File: src/rtl/pipeline_pkg.sv
// Shared pipeline definitions: datapath widths, the zero register and the
// ALU operation-select encoding used by decode and execute.
package pipeline_pkg;

    localparam int XLEN     = 32;
    localparam int RA_W     = 5;
    localparam int ALU_SEL_W = 5;

    localparam logic [RA_W-1:0] REG_ZERO = '0;

    localparam logic [ALU_SEL_W-1:0] ALU_ADD    = 5'd0;
    localparam logic [ALU_SEL_W-1:0] ALU_SLL    = 5'd1;
    localparam logic [ALU_SEL_W-1:0] ALU_SLT    = 5'd2;
    localparam logic [ALU_SEL_W-1:0] ALU_SLTU   = 5'd3;
    localparam logic [ALU_SEL_W-1:0] ALU_XOR    = 5'd4;
    localparam logic [ALU_SEL_W-1:0] ALU_SRL    = 5'd5;
    localparam logic [ALU_SEL_W-1:0] ALU_OR     = 5'd6;
    localparam logic [ALU_SEL_W-1:0] ALU_AND    = 5'd7;
    localparam logic [ALU_SEL_W-1:0] ALU_MUL    = 5'd8;
    localparam logic [ALU_SEL_W-1:0] ALU_MULH   = 5'd9;
    localparam logic [ALU_SEL_W-1:0] ALU_MULHSU = 5'd10;
    localparam logic [ALU_SEL_W-1:0] ALU_MULHU  = 5'd11;
    localparam logic [ALU_SEL_W-1:0] ALU_DIV    = 5'd12;
    localparam logic [ALU_SEL_W-1:0] ALU_REM    = 5'd13;
    localparam logic [ALU_SEL_W-1:0] ALU_REMU   = 5'd15;

endpackage

File: src/rtl/operand_forward.sv
// Three-way priority forwarding mux for one source register:
// EX/MEM result beats MEM/WB data beats the register-file value; x0 never forwards.
module operand_forward
    import pipeline_pkg::*;
#(
    parameter int XLEN = pipeline_pkg::XLEN,
    parameter int RA_W = pipeline_pkg::RA_W
) (
    input  logic [RA_W-1:0] rs,
    input  logic [XLEN-1:0] rf_data,
    input  logic [RA_W-1:0] mem_rd,
    input  logic            mem_reg_write,
    input  logic [XLEN-1:0] mem_result,
    input  logic [RA_W-1:0] wb_rd,
    input  logic            wb_reg_write,
    input  logic [XLEN-1:0] wb_data,
    output logic [XLEN-1:0] fwd_data
);

    logic rs_nonzero;

    always_comb begin
        rs_nonzero = (rs != RA_W'(REG_ZERO));
        fwd_data   = rf_data;
        if (mem_reg_write && (mem_rd == rs) && rs_nonzero) begin
            fwd_data = mem_result;
        end else if (wb_reg_write && (wb_rd == rs) && rs_nonzero) begin
            fwd_data = wb_data;
        end
    end

endmodule

File: src/rtl/id_ex_stage.sv
// ID/EX pipeline register with operand forwarding and load-use stall detection.
// Feeds the execute-stage ALU operands (DATA1/DATA2) and operation select.
module id_ex_stage
    import pipeline_pkg::*;
#(
    parameter int XLEN = pipeline_pkg::XLEN,
    parameter int RA_W = pipeline_pkg::RA_W
) (
    input  logic                 CLK,
    input  logic                 RESET,
    input  logic                 id_valid,
    input  logic [XLEN-1:0]      id_pc,
    input  logic [XLEN-1:0]      id_rs1_data,
    input  logic [XLEN-1:0]      id_rs2_data,
    input  logic [XLEN-1:0]      id_imm,
    input  logic [RA_W-1:0]      id_rs1,
    input  logic [RA_W-1:0]      id_rs2,
    input  logic [RA_W-1:0]      id_rd,
    input  logic [ALU_SEL_W-1:0] id_alu_select,
    input  logic                 id_op1_pc,
    input  logic                 id_op2_imm,
    input  logic                 id_reg_write,
    input  logic                 id_mem_read,
    input  logic                 id_mem_write,
    input  logic                 flush,
    input  logic [RA_W-1:0]      mem_rd,
    input  logic                 mem_reg_write,
    input  logic [XLEN-1:0]      mem_result,
    input  logic [RA_W-1:0]      wb_rd,
    input  logic                 wb_reg_write,
    input  logic [XLEN-1:0]      wb_data,
    output logic                 stall,
    output logic                 ex_valid,
    output logic                 ex_reg_write,
    output logic                 ex_mem_read,
    output logic                 ex_mem_write,
    output logic [RA_W-1:0]      ex_rd,
    output logic [XLEN-1:0]      ex_pc,
    output logic [XLEN-1:0]      DATA1,
    output logic [XLEN-1:0]      DATA2,
    output logic [ALU_SEL_W-1:0] SELECT,
    output logic [XLEN-1:0]      ex_store_data
);

    logic                 valid_q, valid_d;
    logic                 reg_write_q, reg_write_d;
    logic                 mem_read_q, mem_read_d;
    logic                 mem_write_q, mem_write_d;
    logic                 op1_pc_q, op1_pc_d;
    logic                 op2_imm_q, op2_imm_d;
    logic [RA_W-1:0]      rd_q, rd_d;
    logic [RA_W-1:0]      rs1_q, rs1_d;
    logic [RA_W-1:0]      rs2_q, rs2_d;
    logic [XLEN-1:0]      pc_q, pc_d;
    logic [XLEN-1:0]      rs1_data_q, rs1_data_d;
    logic [XLEN-1:0]      rs2_data_q, rs2_data_d;
    logic [XLEN-1:0]      imm_q, imm_d;
    logic [ALU_SEL_W-1:0] sel_q, sel_d;

    logic [XLEN-1:0] fwd_rs1, fwd_rs2;
    logic            load_use;

    // Both sources are compared even when rs2 is unused: a spare stall is
    // cheaper than decoding operand usage here. A flush kills the stall.
    always_comb begin
        load_use = valid_q && mem_read_q && (rd_q != RA_W'(REG_ZERO)) &&
                   ((rd_q == id_rs1) || (rd_q == id_rs2));
        stall    = id_valid && load_use && !flush;
    end

    always_comb begin
        valid_d     = 1'b0;
        reg_write_d = 1'b0;
        mem_read_d  = 1'b0;
        mem_write_d = 1'b0;
        op1_pc_d    = 1'b0;
        op2_imm_d   = 1'b0;
        rd_d        = '0;
        rs1_d       = '0;
        rs2_d       = '0;
        pc_d        = '0;
        rs1_data_d  = '0;
        rs2_data_d  = '0;
        imm_d       = '0;
        sel_d       = '0;
        if (!flush && !stall && id_valid) begin
            valid_d     = 1'b1;
            reg_write_d = id_reg_write;
            mem_read_d  = id_mem_read;
            mem_write_d = id_mem_write;
            op1_pc_d    = id_op1_pc;
            op2_imm_d   = id_op2_imm;
            rd_d        = id_rd;
            rs1_d       = id_rs1;
            rs2_d       = id_rs2;
            pc_d        = id_pc;
            rs1_data_d  = id_rs1_data;
            rs2_data_d  = id_rs2_data;
            imm_d       = id_imm;
            sel_d       = id_alu_select;
        end
    end

    always_ff @(posedge CLK) begin
        if (RESET) begin
            valid_q     <= 1'b0;
            reg_write_q <= 1'b0;
            mem_read_q  <= 1'b0;
            mem_write_q <= 1'b0;
            op1_pc_q    <= 1'b0;
            op2_imm_q   <= 1'b0;
            rd_q        <= '0;
            rs1_q       <= '0;
            rs2_q       <= '0;
            pc_q        <= '0;
            rs1_data_q  <= '0;
            rs2_data_q  <= '0;
            imm_q       <= '0;
            sel_q       <= '0;
        end else begin
            valid_q     <= valid_d;
            reg_write_q <= reg_write_d;
            mem_read_q  <= mem_read_d;
            mem_write_q <= mem_write_d;
            op1_pc_q    <= op1_pc_d;
            op2_imm_q   <= op2_imm_d;
            rd_q        <= rd_d;
            rs1_q       <= rs1_d;
            rs2_q       <= rs2_d;
            pc_q        <= pc_d;
            rs1_data_q  <= rs1_data_d;
            rs2_data_q  <= rs2_data_d;
            imm_q       <= imm_d;
            sel_q       <= sel_d;
        end
    end

    operand_forward #(.XLEN(XLEN), .RA_W(RA_W)) u_fwd_rs1 (
        .rs            (rs1_q),
        .rf_data       (rs1_data_q),
        .mem_rd        (mem_rd),
        .mem_reg_write (mem_reg_write),
        .mem_result    (mem_result),
        .wb_rd         (wb_rd),
        .wb_reg_write  (wb_reg_write),
        .wb_data       (wb_data),
        .fwd_data      (fwd_rs1)
    );

    operand_forward #(.XLEN(XLEN), .RA_W(RA_W)) u_fwd_rs2 (
        .rs            (rs2_q),
        .rf_data       (rs2_data_q),
        .mem_rd        (mem_rd),
        .mem_reg_write (mem_reg_write),
        .mem_result    (mem_result),
        .wb_rd         (wb_rd),
        .wb_reg_write  (wb_reg_write),
        .wb_data       (wb_data),
        .fwd_data      (fwd_rs2)
    );

    always_comb begin
        ex_valid      = valid_q;
        ex_reg_write  = reg_write_q;
        ex_mem_read   = mem_read_q;
        ex_mem_write  = mem_write_q;
        ex_rd         = rd_q;
        ex_pc         = pc_q;
        SELECT        = sel_q;
        DATA1         = op1_pc_q  ? pc_q  : fwd_rs1;
        DATA2         = op2_imm_q ? imm_q : fwd_rs2;
        ex_store_data = fwd_rs2;
    end

endmodule

File: config.mk
export PLATFORM = sky130hd
export DESIGN_NAME = id_ex_stage
export DESIGN_NICKNAME = d
export VERILOG_FILES = /design/src/rtl/pipeline_pkg.sv /design/src/rtl/operand_forward.sv /design/src/rtl/id_ex_stage.sv
export SDC_FILE = /design/constraint.sdc
export NUM_CORES = 1
export LEC_CHECK = 0
export ABC_CLOCK_PERIOD_IN_PS = 5490
export CAP_MARGIN = 25
export CORE_AREA = 10 10 174 176
export CTS_BUF_LIST = sky130_fd_sc_hd__clkbuf_8 sky130_fd_sc_hd__clkbuf_16
export DETAILED_ROUTE_END_ITERATION = 10
export DIE_AREA = 0 0 184 186
export PLACE_DENSITY = 0.7
export SLEW_MARGIN = 20
export SYNTH_ARGS = -nofsm -noshare
export SYNTH_HDL_FRONTEND = slang
export SYNTH_HIERARCHICAL = 1
export SYNTH_SLANG_ARGS = --single-unit
File: constraint.sdc
create_clock -name CLK -period 5.49 [get_ports CLK]
set_input_delay 0.549 -clock CLK [delete_from_list [all_inputs] [get_ports CLK]]
set_output_delay 0.549 -clock CLK [all_outputs]
set_load 0.01 [all_outputs]
* Word level (Yosys, flattened, before mapping)
Cells that the tools add are included.
** Cells by class
- Equal/unequal tests :: 6
- Multiplexer cells :: 7
- Bitwise gates (word level) :: 1
- Reduce and logical (&&, ||, !) cells :: 22
** Operators by type and width (count)
- 32-bit 2-to-1 mux :: 6
- 5-bit equality test :: 6
- 1-bit logical AND :: 15
- 5-bit nonzero test :: 3
- 1-bit logical NOT :: 2
- 2-bit OR reduction :: 1
- 1-bit logical OR :: 1
- 1-bit 2-to-1 mux :: 1
- 1-bit NOT :: 1
** Storage, ports and cells
- Register bits after elaboration :: 154
- Input port bits :: 233
- Logic and storage cells :: 50

* Logic depth before layout (Yosys ltp)
- Word-level depth :: 10
- Gate-level depth with buffers :: 7

* By module
Netlist, hierarchy kept.
** Modules (own cells, without submodules)
- id_ex_stage :: instances 1, cells an instance 606, area each 6939.2 µm², sequential area each 3083.0 µm²
- operand_forward :: instances 2, cells an instance 198, area each 1153.6 µm², sequential area each 0.0 µm²

* Worst setup path before layout
Ideal clock, no wire load.
- Path type :: input -> output
- Start :: input wb_rd[0]
- End :: output DATA2[23]
- Arrival :: 1977 ps
- Required time :: 4941 ps
- Slack :: 2964 ps
- Stages on the path :: 6
- Cells stage by stage :: xnor2_1 nand4_2 clkbuf_1 or3_1 a31oi_1 mux2_2
** On the way
- Cells in the longest elaborated chain, start to end :: 6
** Ends and longest elaborated chain
- from (decl) :: line id_ex_stage.sv:29 : input logic [RA_W-1:0] wb_rd,
- 5-bit equality test :: line operand_forward.sv:27 : end else if (wb_reg_write && (wb_rd == rs) && rs_nonzero) begin
- 1-bit logical AND (2 in a row) :: line operand_forward.sv:27
- 32-bit 2-to-1 mux :: line operand_forward.sv:27
- 32-bit 2-to-1 mux :: line operand_forward.sv:25 : if (mem_reg_write && (mem_rd == rs) && rs_nonzero) begin
- net ex_store_data[23] :: line id_ex_stage.sv:42 : output logic [XLEN-1:0] ex_store_data
- 32-bit 2-to-1 mux :: line id_ex_stage.sv:171 : DATA2 = op2_imm_q ? imm_q : fwd_rs2;
- to (decl) :: line id_ex_stage.sv:40 : output logic [XLEN-1:0] DATA2,
The timed path passes the listed nets, and every way through them passes these cells.

* Final worst setup path
- Start :: input wb_rd[2]
- End :: output DATA2[13]
** On the way
- Cells in the longest elaborated chain, start to end :: 6
** Ends and longest elaborated chain (line)
- 5-bit equality test :: operand_forward.sv:27
- 1-bit logical AND (2 in a row) :: operand_forward.sv:27
- 32-bit 2-to-1 mux :: operand_forward.sv:27
- 32-bit 2-to-1 mux :: operand_forward.sv:25
- 32-bit 2-to-1 mux :: id_ex_stage.sv:171
No other way between the ends.

==> results.sh <==
export IMPL_syn_area_um2=9250
export IMPL_clk_pin_slew_worst_paths_ns=0.07
export IMPL_p_leak_nw=5.04
export IMPL_hold_violations=0
export IMPL_critical_path_cell_chain="clkdlybuf4s50_1, xnor2_1, nand4_4, buf_4, or3_1, a31oi_1, mux2_2, clkdlybuf4s50_1"
export IMPL_yosys_mux_area_fraction_pct=7.79
export IMPL_synthSimpleGateAreaFrac_pct=9.80
export IMPL_crit_end="DATA2[13]"
export IMPL_synthXorXnorAreaFrac_pct=2.84
export IMPL_post_dp_hpwl_um=27300
export IMPL_synth_compound_area_share_pct=29.1
export IMPL_core_um2=26700
export IMPL_max_slew_margin_rel_pct=10.9
export IMPL_post_cts_buffers=0
export IMPL_slowest_delay_ns=0.58
export IMPL_path_max_fanout=48
export IMPL_min_path_type="in -> reg"
export IMPL_routed_via_density=5.20
export IMPL_final_common_cell="clkdlybuf4s50_1"
export IMPL_clockPowerShare_pct=43.4
export IMPL_cellInternalPower_mw=2.19
export IMPL_cts_root_buffer="clkbuf_16"
export IMPL_reg2reg_setup_slack_ns=3.22
export IMPL_cts_sinks=154
export IMPL_antenna_found_initial=4
export IMPL_setup_violations_final=0
export IMPL_synth_cell_type_count=32
export IMPL_die_w_um=184
export IMPL_syn_avg_cell_area_um2=9.23
export IMPL_cts_resized=0
export IMPL_grt_max_degree=155
export IMPL_io_pins=376
export IMPL_io_buffers=375
export IMPL_combPwrFrac_pct=17.4
export IMPL_tightest_slew_ns=1.34
export IMPL_ys_seq_elements=154
export IMPL_p_switching_uw=782
export IMPL_drt_pre_antenna_iters=6
export IMPL_insertion_delay_ns=0.43
export IMPL_whs_ns=0.637
export IMPL_cts_tree="built"
export IMPL_synth_fa_ha_area_share_pct=0
export IMPL_syn_num_nets=1235
export IMPL_crit_start="wb_rd[2]"
export IMPL_fillCellCount=2560
export IMPL_maxSlewViolCount=0
export IMPL_min_period_ns=4.35
export IMPL_seq_area_um2=3090
export IMPL_yosys_warnings=6
export IMPL_grt_total_usage_pct=21.0
export IMPL_dp_cells=1625
export IMPL_layout_nets=1538
export IMPL_drtIter0Drc=521
export IMPL_antenna_left=0
export IMPL_final_cell_mix="375 x clkdlybuf4s50_1, 208 x inv_1, 152 x dfxtp_1"
export IMPL_critPathArrivalTime_ns=3.80
export IMPL_multi_input_area_um2=4620
export IMPL_clockBufferDepth=2
export IMPL_totalWireLength_um=37200
export IMPL_rr_endpoint="rs1_data_q[10]"
export IMPL_r2r_start="ex_rd[4]"
export IMPL_cts_htree_levels=4
export IMPL_synth_seq_area_share_pct=33.3
export IMPL_grt_pass1_wl_um=54500
export IMPL_grt_overflow=0
export IMPL_cap_violations=0
export IMPL_rows=60
export IMPL_finalPower_mw=2.98
export IMPL_fin_crit_sh_pct=79.2
export IMPL_switching_share_pct=26.3
export IMPL_ir_drop_mv=0.157
export IMPL_dieArea_um2=34200
export IMPL_place_ws_ns=1.16
export IMPL_p_seq_share_pct=39.2
export IMPL_layout_drive_gt1_share_pct=21.0
export IMPL_area_delta_synth_final_pct=45.4
export IMPL_crit_slowest_cell="nand4_4"
export IMPL_layout_cells_non_filler=1659
export IMPL_vias=8622
export IMPL_cts_buffers=17
export IMPL_power_per_cell_area_nw_per_um2=221
export IMPL_fin_tns_setup_ns=0
export IMPL_gp_congestion=0.877
export IMPL_worstSetupPathType="in -> out"
export IMPL_run_status="finished clean"
export IMPL_fin_skew_ns=0.0241
export IMPL_routedWlPerCell_um=22.4
export IMPL_cp_common_cell="clkdlybuf4s50_1"
export IMPL_start_util_pct=34.6
export IMPL_synth_top_family_by_area="compound AO/OA/AOI/OAI gates"
export IMPL_rsz0062_at_grt="no"
export IMPL_fin_ws_ns=1.14
export IMPL_critPathCaptureType="primary output"
export IMPL_first_global_vias=8730
export IMPL_cts_hold_buf=0
export IMPL_start_kind="input port"
export IMPL_reg2regPathDepth=5
export IMPL_fp_dieH_um=186
export IMPL_drc=0
export IMPL_synthCells=1002
export IMPL_fmax_ghz=0.230
export IMPL_cp_required_ns=4.94
## worst min path at each step
stage                           from  depth (start not counted)   endpoint
finish                    id_op2_imm                          3  op2_imm_q
global route              id_imm[31]                          3  imm_q[31]
CTS                       id_op2_imm                          3  op2_imm_q
detailed placement        id_op2_imm                          3  op2_imm_q
global placement           id_pc[28]                          3  ex_pc[28]
floorplan           id_alu_select[4]                          2  SELECT[4]
## cell type report
cell class | count | area share, %
antenna | 1 | 0.0186
timing repair buffer | 387 | 29.1
clock inverter | 14 | 1.45
inverter | 207 | 5.78
multi-input combinational | 538 | 34.4
clock buffer | 17 | 3.16
tap | 341 | 3.17
sequential | 154 | 23.0
## synthesized netlist by cell type
cell type	number	area, um2
or3_1	56	350
nor3_1	65	325
o211ai_4	4	85.1
dfxtp_1	154	3080
xnor2_1	30	263
buf_2	39	195
buf_4	6	45.0
a31oi_1	64	400
a211oi_2	139	1740
clkbuf_1	25	93.8
a211oi_1	4	30.0
a21oi_1	1	5.00
or3_2	8	60.1
or2_1	2	12.5
or4_4	2	22.5
nand4_1	2	12.5
nand4_2	2	25.0
a21oi_2	11	96.3
nand3_2	1	10.0
nand3_1	12	60.1
nand2_1	3	11.3
buf_6	11	124
mux2_1	4	45.0
o22ai_2	1	12.5
mux2_2	60	676
nor2_1	2	7.51
o21ai_1	38	190
buf_12	16	320
inv_1	207	777
and3b_1	1	8.76
o21ai_0	26	130
clkbuf_2	6	30.0
## flip-flops by register name, indices dropped and copies added, names as in the netlist
signal and count:
ex_pc 32, imm_q 32, rs1_data_q 32, rs2_data_q 32
SELECT 5, ex_rd 5, rs1_q 5, rs2_q 5
ex_mem_read 1, ex_mem_write 1, ex_reg_write 1, ex_valid 1
op1_pc_q 1, op2_imm_q 1
## worst max-delay path: cells and delay by family
kind            cells  cell delay [ns]
compound gates      1             0.33
simple gates        2             0.93
buf+inv             3             1.42
mux                 1             0.23
xor+xnor            1             0.29
## power by group through the flow
stage               clock [mW]  sequential [mW]  combinational (mW)
floorplan                    0             1.19               0.239
finish                    1.29             1.17               0.518
detailed placement           0             1.19               0.516
global placement             0             1.19               0.513
global route              1.37             1.17               0.554
CTS                       1.32             1.17               0.519
## kinds of logic (layout without fill, tap and decap cells)
| logic type | Yosys count | after routing |
|---|---|---|
| muxes | 64 | 64 |
| DFF | 154 | 154 |
| AOI/OAI and AO/OA | 288 | 288 |
| and+or+nand+nor | 156 | 156 |
| other | 0 | 1 |
| buffers and inverters | 310 | 625 |
| xor gates and xnor gates | 30 | 30 |
## metrics by stage
stage	utilization, %	area (um2)
CTS	50.1	13400
detailed placement	47.8	12800
floorplan	-	9250
global route	50.3	13400
global placement	47.8	12800
finish	50.3	13400
## metal layers
| metal | vias up | wire (um) | global-route usage, % |
|---|---|---|---|
| li1 | 4067 | - | - |
| met1 | 4104 | 14700 | 23.8 |
| met2 | 397 | 18300 | 36.3 |
| met3 | 48 | 3210 | 6.49 |
| met4 | 6 | 986 | 7.47 |
| met5 | - | 33 | 0 |
(Power assumes the default switching activity.)
